===== src/rtl/sweep_seq_pkg.sv =====
// Shared types and constants for the sweep sequencer: FSM states, table field
// codes and the default ARM watchdog length.
package sweep_seq_pkg;

    typedef enum logic [2:0] {
        ST_IDLE = 3'd0,
        ST_LOAD = 3'd1,
        ST_ARM  = 3'd2,
        ST_RUN  = 3'd3,
        ST_NEXT = 3'd4,
        ST_DONE = 3'd5
    } seq_state_t;

    localparam logic [2:0] FLD_START   = 3'd0;
    localparam logic [2:0] FLD_STEP    = 3'd1;
    localparam logic [2:0] FLD_STEPS   = 3'd2;
    localparam logic [2:0] FLD_REPEATS = 3'd3;
    localparam logic [2:0] FLD_UPDIR   = 3'd4;

    localparam int ARM_TIMEOUT_DEF = 16;

endpackage


===== src/rtl/sweep_seg_table.sv =====
// Segment parameter table: NSEG entries of five fields, one field-addressed
// write port and an asynchronous whole-entry read port.
module sweep_seg_table
    import sweep_seq_pkg::*;
#(
    parameter int NSEG = 8,
    parameter int DW   = 12
) (
    input  logic                    i_clk,
    input  logic                    i_reset_n,
    input  logic                    i_wr_en,
    input  logic [$clog2(NSEG)-1:0] i_wr_addr,
    input  logic [2:0]              i_wr_field,
    input  logic [DW-1:0]           i_wr_data,
    input  logic [$clog2(NSEG)-1:0] i_rd_addr,
    output logic [DW-1:0]           o_start,
    output logic [DW-1:0]           o_step,
    output logic [DW-1:0]           o_steps,
    output logic [DW-1:0]           o_repeats,
    output logic                    o_updir
);

    logic [DW-1:0] start_q   [NSEG];
    logic [DW-1:0] step_q    [NSEG];
    logic [DW-1:0] steps_q   [NSEG];
    logic [DW-1:0] repeats_q [NSEG];
    logic          updir_q   [NSEG];

    always_ff @(posedge i_clk) begin
        if (!i_reset_n) begin
            start_q   <= '{default: '0};
            step_q    <= '{default: '0};
            steps_q   <= '{default: '0};
            repeats_q <= '{default: '0};
            updir_q   <= '{default: 1'b0};
        end else if (i_wr_en) begin
            // Field codes 5..7 are reserved and silently ignored.
            case (i_wr_field)
                FLD_START:   start_q[i_wr_addr]   <= i_wr_data;
                FLD_STEP:    step_q[i_wr_addr]    <= i_wr_data;
                FLD_STEPS:   steps_q[i_wr_addr]   <= i_wr_data;
                FLD_REPEATS: repeats_q[i_wr_addr] <= i_wr_data;
                FLD_UPDIR:   updir_q[i_wr_addr]   <= i_wr_data[0];
                default:     ;
            endcase
        end
    end

    assign o_start   = start_q[i_rd_addr];
    assign o_step    = step_q[i_rd_addr];
    assign o_steps   = steps_q[i_rd_addr];
    assign o_repeats = repeats_q[i_rd_addr];
    assign o_updir   = updir_q[i_rd_addr];

endmodule


===== src/rtl/sweep_sequencer.sv =====
// Walks the segment table, loading each segment into the sweep engine and
// waiting for it to finish, for a programmable number of passes.
//   state | meaning
//   IDLE  | engine held in reset, waiting for go; table writable
//   LOAD  | latch table[idx] onto the engine parameter outputs
//   ARM   | engine released, waiting for it to report stepping (watchdog)
//   RUN   | engine stepping, waiting for it to finish
//   NEXT  | advance segment index / pass counter
//   DONE  | one-cycle completion pulse
module sweep_sequencer
    import sweep_seq_pkg::*;
#(
    parameter int NSEG        = 8,
    parameter int DW          = 12,
    parameter int ARM_TIMEOUT = ARM_TIMEOUT_DEF
) (
    input  logic                    i_clk,
    input  logic                    i_reset_n,
    input  logic                    i_go,
    input  logic                    i_abort,
    input  logic [$clog2(NSEG):0]   i_nseg,
    input  logic [7:0]              i_loops,
    input  logic                    i_wr_en,
    input  logic [$clog2(NSEG)-1:0] i_wr_addr,
    input  logic [2:0]              i_wr_field,
    input  logic [DW-1:0]           i_wr_data,
    input  logic                    i_sw_stepping,
    output logic                    o_sw_reset,
    output logic                    o_sw_updirection,
    output logic [DW-1:0]           o_sw_start,
    output logic [DW-1:0]           o_sw_step,
    output logic [DW-1:0]           o_sw_steps,
    output logic [DW-1:0]           o_sw_repeats,
    output logic                    o_busy,
    output logic                    o_done,
    output logic                    o_timeout,
    output logic [$clog2(NSEG)-1:0] o_seg_idx,
    output logic [7:0]              o_loop_cnt
);

    localparam int AW = $clog2(NSEG);
    localparam int NW = AW + 1;
    localparam int TW = $clog2(ARM_TIMEOUT) + 1;

    seq_state_t    state_q, state_d;
    logic [AW-1:0] idx_q, idx_d;
    logic [7:0]    loop_q, loop_d;
    logic [NW-1:0] nseg_q, nseg_d;
    logic [7:0]    loops_q, loops_d;
    logic [TW-1:0] timer_q, timer_d;
    logic          done_q, done_d;
    logic          timeout_q, timeout_d;
    logic          busy_q, busy_d;
    logic          sw_reset_q, sw_reset_d;
    logic          sw_updir_q, sw_updir_d;
    logic [DW-1:0] sw_start_q, sw_start_d;
    logic [DW-1:0] sw_step_q, sw_step_d;
    logic [DW-1:0] sw_steps_q, sw_steps_d;
    logic [DW-1:0] sw_repeats_q, sw_repeats_d;

    logic [DW-1:0] tbl_start, tbl_step, tbl_steps, tbl_repeats;
    logic          tbl_updir;
    logic          nseg_ok;

    sweep_seg_table #(
        .NSEG (NSEG),
        .DW   (DW)
    ) u_table (
        .i_clk      (i_clk),
        .i_reset_n  (i_reset_n),
        .i_wr_en    (i_wr_en && (state_q == ST_IDLE)),
        .i_wr_addr  (i_wr_addr),
        .i_wr_field (i_wr_field),
        .i_wr_data  (i_wr_data),
        .i_rd_addr  (idx_q),
        .o_start    (tbl_start),
        .o_step     (tbl_step),
        .o_steps    (tbl_steps),
        .o_repeats  (tbl_repeats),
        .o_updir    (tbl_updir)
    );

    assign nseg_ok = (i_nseg != '0) && (i_nseg <= NW'(NSEG));

    always_comb begin
        state_d      = state_q;
        idx_d        = idx_q;
        loop_d       = loop_q;
        nseg_d       = nseg_q;
        loops_d      = loops_q;
        timer_d      = timer_q;
        done_d       = 1'b0;
        timeout_d    = 1'b0;
        sw_updir_d   = sw_updir_q;
        sw_start_d   = sw_start_q;
        sw_step_d    = sw_step_q;
        sw_steps_d   = sw_steps_q;
        sw_repeats_d = sw_repeats_q;

        case (state_q)
            ST_IDLE: begin
                if (i_go && !i_abort) begin
                    if (nseg_ok) begin
                        state_d = ST_LOAD;
                        idx_d   = '0;
                        loop_d  = '0;
                        nseg_d  = i_nseg;
                        loops_d = i_loops;
                    end else begin
                        done_d = 1'b1;
                    end
                end
            end
            ST_LOAD: begin
                sw_updir_d   = tbl_updir;
                sw_start_d   = tbl_start;
                sw_step_d    = tbl_step;
                sw_steps_d   = tbl_steps;
                sw_repeats_d = tbl_repeats;
                timer_d      = TW'(ARM_TIMEOUT - 1);
                state_d      = ST_ARM;
            end
            ST_ARM: begin
                if (i_sw_stepping) begin
                    state_d = ST_RUN;
                end else if (timer_q == '0) begin
                    state_d   = ST_IDLE;
                    timeout_d = 1'b1;
                end else begin
                    timer_d = timer_q - 1'b1;
                end
            end
            ST_RUN: begin
                if (!i_sw_stepping) state_d = ST_NEXT;
            end
            ST_NEXT: begin
                if (({1'b0, idx_q} + NW'(1)) < nseg_q) begin
                    idx_d   = idx_q + 1'b1;
                    state_d = ST_LOAD;
                end else begin
                    idx_d  = '0;
                    loop_d = loop_q + 8'd1;
                    // loops==0 never matches, so the pass counter simply wraps.
                    if ((loops_q != 8'd0) && (loop_d == loops_q)) state_d = ST_DONE;
                    else                                          state_d = ST_LOAD;
                end
            end
            ST_DONE: state_d = ST_IDLE;
            default: state_d = ST_IDLE;
        endcase

        if (i_abort && (state_q != ST_IDLE)) begin
            state_d   = ST_IDLE;
            idx_d     = idx_q;
            loop_d    = loop_q;
            timeout_d = 1'b0;
        end

        done_d     = done_d || (state_d == ST_DONE);
        busy_d     = (state_d != ST_IDLE);
        sw_reset_d = !((state_d == ST_ARM) || (state_d == ST_RUN));
    end

    always_ff @(posedge i_clk) begin
        if (!i_reset_n) begin
            state_q      <= ST_IDLE;
            idx_q        <= '0;
            loop_q       <= '0;
            nseg_q       <= '0;
            loops_q      <= '0;
            timer_q      <= '0;
            done_q       <= 1'b0;
            timeout_q    <= 1'b0;
            busy_q       <= 1'b0;
            sw_reset_q   <= 1'b1;
            sw_updir_q   <= 1'b0;
            sw_start_q   <= '0;
            sw_step_q    <= '0;
            sw_steps_q   <= '0;
            sw_repeats_q <= '0;
        end else begin
            state_q      <= state_d;
            idx_q        <= idx_d;
            loop_q       <= loop_d;
            nseg_q       <= nseg_d;
            loops_q      <= loops_d;
            timer_q      <= timer_d;
            done_q       <= done_d;
            timeout_q    <= timeout_d;
            busy_q       <= busy_d;
            sw_reset_q   <= sw_reset_d;
            sw_updir_q   <= sw_updir_d;
            sw_start_q   <= sw_start_d;
            sw_step_q    <= sw_step_d;
            sw_steps_q   <= sw_steps_d;
            sw_repeats_q <= sw_repeats_d;
        end
    end

    assign o_sw_reset       = sw_reset_q;
    assign o_sw_updirection = sw_updir_q;
    assign o_sw_start       = sw_start_q;
    assign o_sw_step        = sw_step_q;
    assign o_sw_steps       = sw_steps_q;
    assign o_sw_repeats     = sw_repeats_q;
    assign o_busy           = busy_q;
    assign o_done           = done_q;
    assign o_timeout        = timeout_q;
    assign o_seg_idx        = idx_q;
    assign o_loop_cnt       = loop_q;

endmodule


===== config.mk =====
export PLATFORM = sky130hd
export DESIGN_NAME = sweep_sequencer
export DESIGN_NICKNAME = d
export VERILOG_FILES = /design/src/rtl/sweep_seq_pkg.sv /design/src/rtl/sweep_seg_table.sv /design/src/rtl/sweep_sequencer.sv
export SDC_FILE = /design/constraint.sdc
export NUM_CORES = 1
export LEC_CHECK = 0
export ABC_AREA = 1
export BUFFER_PORTS_ARGS = -buffer_cell sky130_fd_sc_hd__buf_2
export CELL_PAD_IN_SITES_DETAIL_PLACEMENT = 0
export CELL_PAD_IN_SITES_GLOBAL_PLACEMENT = 1
export CORE_MARGIN = 8
export CORE_UTILIZATION = 41
export CTS_CLUSTER_SIZE = 16
export DETAILED_ROUTE_END_ITERATION = 10
export PLACE_DENSITY = 0.8
export SKIP_LAST_GASP = 1
export SLEW_MARGIN = 20
export SYNTH_ARGS = -nofsm -noshare
export SYNTH_HDL_FRONTEND = slang
export SYNTH_SLANG_ARGS = --single-unit

===== constraint.sdc =====
create_clock -name i_clk -period 3.3 [get_ports i_clk]
set_input_delay 0.66 -clock i_clk [delete_from_list [all_inputs] [get_ports i_clk]]
set_output_delay 0.66 -clock i_clk [all_outputs]
set_load 0.02 [all_outputs]

## After elaboration in Yosys (flattened, before gate mapping)

Cells that the tools add are included.
Widths: inputs -> output; s select.

| storage, ports and cells | value |
|---|---|
| register bits after elaboration | 476 |
| latch bits | 0 |
| memory bits (writable) | 0 |
| bits in read-only memories | 0 |
| input bits | 36 |
| output and inout port bits | 64 |
| memories | 0 |

| cells by class | value |
|---|---|
| add/subtract/negate cells | 4 |
| $mul | 0 |
| div/mod/pow operators | 0 |
| order comparisons | 5 |
| equal/unequal tests | 17 |
| shift operators | 0 |
| muxes and demuxes | 48 |
| bitwise logic cells | 5 |
| reductions and logical operators | 29 |

Operator list:

| operator | number |
|---|---|
| $bwmux 96 | 4 |
| $bmux 12 s3 | 4 |
| $mux 12 | 9 |
| $demux 12 s3 | 1 |
| $mux 3 | 11 |
| $mux 8 | 3 |
| $eq 3x2->1 const B | 6 |
| $pmux 8 s2 | 1 |
| $pmux 3 s5 | 1 |
| $mux 5 | 2 |
| $pmux 5 s2 | 1 |
| $reduce_and 2->1 | 5 |
| $eq 3x3->1 const B | 3 |
| $add 8x1->8 const B | 1 |
| $bwmux 8 | 1 |
| $eq 8x8->1 | 1 |
| $ge 4x4->1 const B | 2 |
| $ne 2x2->1 const B | 4 |
| $not 3->4 | 2 |
| $reduce_bool 8->1 | 1 |
| $mux 1 | 7 |
| $eq 3x1->1 const B | 2 |
| $logic_and 1x1->1 | 6 |
| $logic_not 3->1 | 2 |
| 21 further kinds | 28 |

## Logic depth before layout (Yosys ltp)

Gate-level depths: netlist of the first run.

| depth | value |
|---|---|
| word-level depth | 10 |
| gate-level depth with buffers | 13 |

## Cells and area by module

From an unflattened synthesis of the first run, not the netlist that was laid out.

| second synthesis, totals | value |
|---|---|
| cells, all modules | 3796 |
| area total of the unflattened synthesis | 23299.8 um2 |

By module, submodules not included:

| module | times used | cells each | area an instance (um2) | sequential area each (um2) |
|---|---|---|---|---|
| sweep_seg_table | 1 | 3303 | 19703.9 | 7847.5 |
| sweep_sequencer | 1 | 493 | 3595.9 | 1681.6 |

## Worst setup path after synthesis of the first run

No wires, ideal clock.

| timing path | value |
|---|---|
| path kind | register -> register |
| from | register idx_q[1] (netlist: o_seg_idx[1]) |
| to | register loop_q[4] (netlist: o_loop_cnt[4]) |
| library setup time | 0.070 ns |
| data arrival time | 2.406 ns |
| required time | 3.230 ns |
| setup slack | 0.824 ns |
| cell stages (with the launch flop) | 14 |
| clock period less this slack | 2.476 ns |
| cells stage by stage | dfxtp_1 -> buf_2 -> clkbuf_1 -> clkbuf_1 -> nand2_1 -> nor2_1 -> ha_1 -> a21oi_1 -> o21a_1 -> nand2_1 -> nand2_1 -> buf_2 -> o21ai_0 -> a21oi_1 |

| on the way | value |
|---|---|
| cells in the longest elaborated chain, start to end | 4 |

Ends and longest elaborated chain:

| what | RTL line | RTL |
|---|---|---|
| from (decl) | sweep_sequencer.sv:46 | `logic [AW-1:0] idx_q, idx_d;` |
| from (signal assigned) | sweep_sequencer.sv:183 | `idx_q <= idx_d;` |
| $add 3x1->4 | sweep_sequencer.sv:137 | `if (({1'b0, idx_q} + NW'(1)) < nseg_q) begin` |
| $lt 4x4->1 | sweep_sequencer.sv:137 |  |
| $ne 2x2->1 (no source line) | - |  |
| $reduce_and 5->1 (no source line) | - |  |
| to (signal assigned) | sweep_sequencer.sv:184 | `loop_q <= loop_d;` |
| to (decl) | sweep_sequencer.sv:47 | `logic [7:0] loop_q, loop_d;` |

Every way passes these cells.
A chain may end at the register's enable or synchronous reset.

## Final worst setup path of the first run

| timing path | value |
|---|---|
| from | register idx_q[0] (netlist: o_seg_idx[0]) |
| to | output port o_seg_idx[0] |

RTL lines:

| what | RTL line | RTL |
|---|---|---|
| to (decl) | sweep_sequencer.sv:37 | `output logic [$clog2(NSEG)-1:0] o_seg_idx,` |

No word-level cell between the ends.

==> flow_summary.ini, run 1 <==
[die]
row_count = 81
die_area_sq_mm = 0.0566
fp.dieW_um = 238
io_pins = 100
effective_utilization_at_floorplan_pct = 41.4
dieHeight_um = 238
coreArea_sq_mm = 0.0487

[pwr]
vdd_drop_max_v = 0.000379
switching_power_w = 0.00277
p_int_w = 0.00950
p_sw_share_pct = 22.6
p_comb_share_pct = 4.2
power.total_w = 0.0123
power-per-cell-area_mw_per_mm2 = 547
total_leakage_power_nw = 7.96
flop_pwr_share_pct = 47.5
clock_power_share_pct = 48.3

[yosys]
yosysSeqAreaShare_pct = 47.2
yosys.cell_types.count = 38
flip_flop_and_latch_count_after_synthesis = 476
mappedNetlistNets = 2384
synthesis.area_per_instance_sq_um = 8.63
number_of_standard_cells_after_synthesis = 2341
synth.yosys.warnings = 0
synth_area_sq_mm = 0.0202

[detailed_routing]
drtPass1Iterations = 5
drc = 0
wl_per_cell_um = 19.0
route.vias.total = 17000
met3_wire_length_um = 3540
drt-vias-per-instance = 5.69
routed_wirelength_um = 57000
wl_met2_um = 25900
drtAntennaViolNets = 0
routedLengthMet1_um = 25800
dr_iter_0_viols = 1302
max_layer_used = met5

[finish]
design.final.nets = 2336
post_route_cells_drive_above_1_share_pct = 14.2
final_util_pct = 46.0
finalNonFillerCells = 2992
flow.area_growth_from_synthesis_pct = 11.1

[min_path]
worst_hold_startpoint = i_nseg[0]
timing.hold.worst_endpoint = nseg_q[0]
worstHoldPathType = in2reg
hold_path_depth = 3

[clock_tree]
post-cts-setup-buffers = 0
cts-htree-levels = 2
cts_buffers = 51
tritoncts = built
cts_resized = 0
clkSlewWorstSetupHoldPaths_ps = 60
cts-root-to-sink-buffers = 3
clk_latency_ps = 590
cts_hold_repair.buffers = 0
clock-root-buffer = sky130_fd_sc_hd__clkbuf_16
cts.sink_count = 476

[setup_path]
start_kind = flip-flop
regToRegEndpoint = o_loop_cnt[1]
reg2reg_slack_ps = 990
cp_max_fanout = 142
critPathRequiredTime_ps = 2640
arrival_ps = 1730
worst_r2r_startpoint = o_seg_idx[1]
endpoint_kind = output port
worstSetupPathType = reg2out
r2r.worst_path.cells = 9

[timing]
timing.clock.skew_ps = 11.0
finalCritPeriodShare_pct = 72.5
timing.fmax_ghz = 0.418
setup_repair_after_global_routing_missed_its_margin = no
finalHoldViolations = 0
tightestPinTransition_ps = 1060
setup_viol_count_final = 0
report.final.slew_viol_count = 0
timing.final.crit_period_ps = 2390
worst_slew_margin_rel_pct = 29.1
setup_tns_ps = 0

[global_routing]
grt_pass1_vias = 16300
number_of_antenna_violations_at_the_first_check_in_global_routing = 3
grtUsageTotal_pct = 19.4
global_route.overflow_total = 0
grt_start_max_net_pins = 176
grt_first_pass_wirelength_um = 89900

[placement]
port-buffer-count = 99
numPlacedInstances = 2904
place.gp.congestion = 0.803
detailed_place_hpwl_um = 33900

[run]
max_cap_viol_count = 0

[run_status]
run_status = finished clean
-- power by group through the flow --
| stage | Sequential (W) | Combinational (W) | Clock (W) |
|---|---|---|---|
| detailed placement | 0.00596 | 0.000514 | 0 |
| floorplan | 0.00596 | 0.000342 | 0 |
| CTS | 0.00583 | 0.000516 | 0.00602 |
| finish | 0.00583 | 0.000517 | 0.00592 |
| global placement | 0.00595 | 0.000505 | 0 |
| global route | 0.00583 | 0.000559 | 0.00625 |
-- layer usage --
metal / up-vias / global-route usage, %
met5: - / 0
met4: 4 / 6.65
met1: 8194 / 25.2
li1: 8264 / -
met2: 474 / 31.8
met3: 103 / 4.14
-- area by class of cell --
type	count	area, sq um
Antenna cell	1	2.50
Clock buffer	74	1570
Clock inverter	13	171
Fill cell	4708	26300
Inverter	71	274
Multi-Input combinational cell	1562	9260
Sequential cell	476	9540
Tap cell	664	831
Timing Repair Buffer	131	792
-- cell usage after synthesis (all sizes together) --
cell	number	area (sq um)
clkinv	1	5.00
dfxtp	476	9530
o21a	1	7.51
buf	81	572
xor2	1	8.76
o221ai	98	858
or2	1	6.26
nand4	4	55.1
nor3	19	100
nand3	75	400
nor4	1	6.26
nand2	111	432
mux2i	98	981
o21bai	1	7.51
a311oi	9	78.8
a21oi	370	1850
xnor2	1	8.76
a22oi	2	15.0
nand3b	1	7.51
ha	7	87.6
and2	1	6.26
inv	70	263
o21ai	405	2030
a31oi	1	6.26
nor2	256	1240
a211oi	99	1060
clkbuf	151	567
-- state kept, by name, summed over array words and instances, names as in the netlist, 12 cells and up --
name and cells:
u_table.repeats_q 96, u_table.start_q 96, u_table.step_q 96, u_table.steps_q 96, o_sw_repeats 12, o_sw_start 12, o_sw_step 12, o_sw_steps 12
-- cells by family (layout without fill, tap and decap cells) --
family          after synthesis  after routing  synth area share (%)
compound gates              986            986                  29.3
flops                       476            476                  47.2
simple gates                469            469                  11.2
buf+inv                     303            289                  6.96
mux                          98             98                  4.86
fa+ha+maj                     7              7                 0.434
xor+xnor                      2              2                0.0868
other cells                   0              1                     0
-- cell usage in the layout, fill, tap and decap left out, types with 4 or more instances in the layout --
cell / n
sky130_fd_sc_hd__nand2_1: 109
sky130_fd_sc_hd__a211oi_1: 35
sky130_fd_sc_hd__buf_12: 4
sky130_fd_sc_hd__nor2_1: 221
sky130_fd_sc_hd__buf_2: 98
sky130_fd_sc_hd__o21ai_0: 296
sky130_fd_sc_hd__clkbuf_8: 12
sky130_fd_sc_hd__inv_2: 6
sky130_fd_sc_hd__a311oi_1: 9
sky130_fd_sc_hd__a21oi_1: 370
sky130_fd_sc_hd__mux2i_1: 98
sky130_fd_sc_hd__clkinv_2: 9
sky130_fd_sc_hd__ha_1: 7
sky130_fd_sc_hd__dfxtp_1: 473
sky130_fd_sc_hd__bufinv_16: 4
sky130_fd_sc_hd__nor2_4: 33
sky130_fd_sc_hd__a211oi_2: 64
sky130_fd_sc_hd__nand3_1: 73
sky130_fd_sc_hd__buf_4: 28
sky130_fd_sc_hd__o21ai_1: 109
sky130_fd_sc_hd__nor3_1: 18
sky130_fd_sc_hd__clkbuf_16: 55
sky130_fd_sc_hd__o221ai_1: 98
sky130_fd_sc_hd__clkbuf_1: 7
sky130_fd_sc_hd__inv_1: 62
-- metrics by stage --
step	setup slack [ps]	instance area, sq um	hold WS [ps]
floorplan	824	20200	422
global placement	824	20700	439
CTS	695	22400	337
global route	659	22400	349
finish	906	22400	357
detailed placement	714	20700	448
-- worst max path at each step --
stage / startpoint / to / slack, ps / depth (start not counted)
6_report: o_seg_idx[0] / o_seg_idx[0] / 910 / 2
5_1_grt: o_seg_idx[0] / o_seg_idx[0] / 660 / 2
4_1_cts: o_seg_idx[0] / o_seg_idx[0] / 690 / 2
3_5_place_dp: i_wr_addr[2] / u_table.start_q[24] / 710 / 7
3_3_place_gp: i_wr_addr[2] / u_table.start_q[35] / 820 / 7
2_1_floorplan: o_seg_idx[1] / o_loop_cnt[4] / 820 / 13
-- critical path: stages, from the launching register on --
cell and delay (ps):
sky130_fd_sc_hd__dfxtp_4 380, sky130_fd_sc_hd__buf_12 440, sky130_fd_sc_hd__buf_2 300
Power figures use the tool's default switching activity.
==> run 2: changes to the inputs <==
- PLACE_DENSITY: 0.8 -> 0.83
- clock period: 3.3 -> 2.1 ns (I/O delays scaled with it)
==> run 2 against run 1 <==
  * Critical path depth is the same
  * Final area grew 4.0%
  * Flip-flop and latch count is the same
  * Worst hold slack lost 250 ps
  * Total power grew 58%
  * Die area is the same
  * Non-clock buffer count grew 42
  * Final cell count grew 1.7%
  * Sequential power grew 57%
  * Largest power group unchanged
==> flow_summary.ini, run 2 (same netlist as run 1, synthesis figures left out) <==
[finish]
most_used_cells_in_the_layout_excluding_fill_and_tap_cells = 473 x sky130_fd_sc_hd__dfxtp_1, 370 x sky130_fd_sc_hd__a21oi_1, 296 x sky130_fd_sc_hd__o21ai_0
num-fill-cells = 4562
postLayoutCellArea_sq_mm = 0.0233
mostFrequentLayoutCell = sky130_fd_sc_hd__dfxtp_1
design.final.nets = 2377
flow.area_growth_from_synthesis_pct = 15.5
post_route_cells_drive_above_1_share_pct = 15.9

[placement]
detailed_place_hpwl_um = 33700
detailedPlace.worstSlack_ps = 41.0
post_dp_cell_area_sq_mm = 0.0215
place.gp.congestion = 0.834
port-buffer-count = 99

[clock_tree]
cts_buffers = 50
clkSlewWorstSetupHoldPaths_ps = 60
cts-root-to-sink-buffers = 3
clock-root-buffer = sky130_fd_sc_hd__clkbuf_16
clk_latency_ps = 580
cts-htree-levels = 2
cts.sink_count = 476
tritoncts = built
cts_hold_repair.buffers = 0

[pwr]
total_leakage_power_nw = 8.34
vdd_drop_max_v = 0.000617
power-per-cell-area_mw_per_mm2 = 828

[die]
fp.dieW_um = 238
effective_utilization_at_floorplan_pct = 41.4
coreArea_sq_mm = 0.0487
row_count = 81
io_pins = 100
die_area_sq_mm = 0.0566
dieHeight_um = 238

[setup_path]
endpoint_kind = output port
reg2reg_slack_ps = 150
crit_path_max_incr_delay_ps = 390
critical_path.cell_chain = buf_12 -> buf_2
worst_r2r_startpoint = state_q[1]
start_kind = flip-flop
r2r.worst_path.cells = 10
regToRegEndpoint = u_table.repeats_q[74]
worstSetupPathType = reg2out
arrival_ps = 1540
critPathRequiredTime_ps = 1680
cp_max_fanout = 105
timing.critical_path.slowest_stage_cell = sky130_fd_sc_hd__dfxtp_4

[global_routing]
met3_usage_pct = 2.87
grt_start_max_net_pins = 112
routing_usage_on_met1_pct = 25.7
grt_first_pass_wirelength_um = 91400
grt_pass1_vias = 16600
number_of_antenna_violations_at_the_first_check_in_global_routing = 2
busiest_layer = met2
grtUsageTotal_pct = 19.6
global_route.overflow_total = 0
grtUsageMet2_pct = 32.6

[timing]
tightestPinTransition_ps = 745
finalHoldViolations = 0
finalCritPeriodShare_pct = 93.3
setup_viol_count_final = 0
final.setup.worst_slack_ps = 141
setup_tns_ps = 0
timing.clock.skew_ps = 19.1
setup_repair_after_global_routing_missed_its_margin = no
timing.hold.ws_ps = 109
timing.fmax_ghz = 0.510
timing.final.crit_period_ps = 1960
report.final.slew_viol_count = 0
worst_slew_margin_rel_pct = 50.3

[detailed_routing]
wl_per_cell_um = 18.7
drt-vias-per-instance = 5.67
drtPass1Iterations = 5
routed_wirelength_um = 56900
dr_iter_0_viols = 1498
drtAntennaViolNets = 0
route.vias.total = 17300
drc = 0

[run_status]
run_status = finished clean

[min_path]
hold_path_depth = 3
worstHoldPathType = in2reg
worst_hold_startpoint = i_nseg[0]
timing.hold.worst_endpoint = nseg_q[0]

[run]
max_cap_viol_count = 0
==> run 2: routing by layer <==
metal | vias up | wire (um)
li1 | 8359 | -
met1 | 8297 | 25600
met2 | 513 | 26900
met3 | 89 | 2880
met4 | 0 | 1500
met5 | - | 0
==> run 2: how the worst max path moves through the flow <==
stage                       startpoint                    end  slack, ps  depth (start not counted)
after floorplan           o_seg_idx[1]          o_loop_cnt[4]         30                         13
after global placement    i_wr_addr[1]  u_table.repeats_q[11]        120                          8
after detailed placement  i_wr_addr[1]  u_table.repeats_q[12]         40                          8
after CTS                 o_seg_idx[1]           o_seg_idx[1]         30                          2
after global routing      o_seg_idx[0]           o_seg_idx[0]          1                          8
final                     o_seg_idx[1]           o_seg_idx[1]        140                          2
==> run 2: repair_timing <==
| action | CTS | global route |
|---|---|---|
| setup buffers | 0 | 1 |
| resized for setup | 0 | 1 |
| endpoints found under the setup margin | 0 | 4 |
==> run 2: worst max-delay path, delay by kind of cell (launching register included) <==
kind	cells	cell delay, ps
DFF	1	390
buffers and inverters	2	570
==> run 2: area by class of cell <==
class	instances	area (sq um)	share of cell area, %
antenna	2	5.00	0.0215
clock buffer	78	1580	6.77
clock inverter	16	186	0.799
inverter	71	274	1.17
multi-input combinational	1562	9270	39.7
sequential	476	9540	40.9
tap	664	831	3.56
timing repair buffer	173	1650	7.05
==> run 2: report_power, final <==
part           switching [W]  total (W)  internal [W]
sequential         0.0000501    0.00916       0.00911
combinational       0.000629   0.000854      0.000225
clock                0.00365    0.00931       0.00565
==> run 2: through the flow <==
step	util, %	total power [W]	cells
after global routing	47.9	0.0200	3042
final	47.9	0.0193	3042
after global placement	44.2	0.0102	2945
after CTS	47.8	0.0195	3039
after floorplan	-	0.00990	2341
after detailed placement	44.2	0.0102	2945
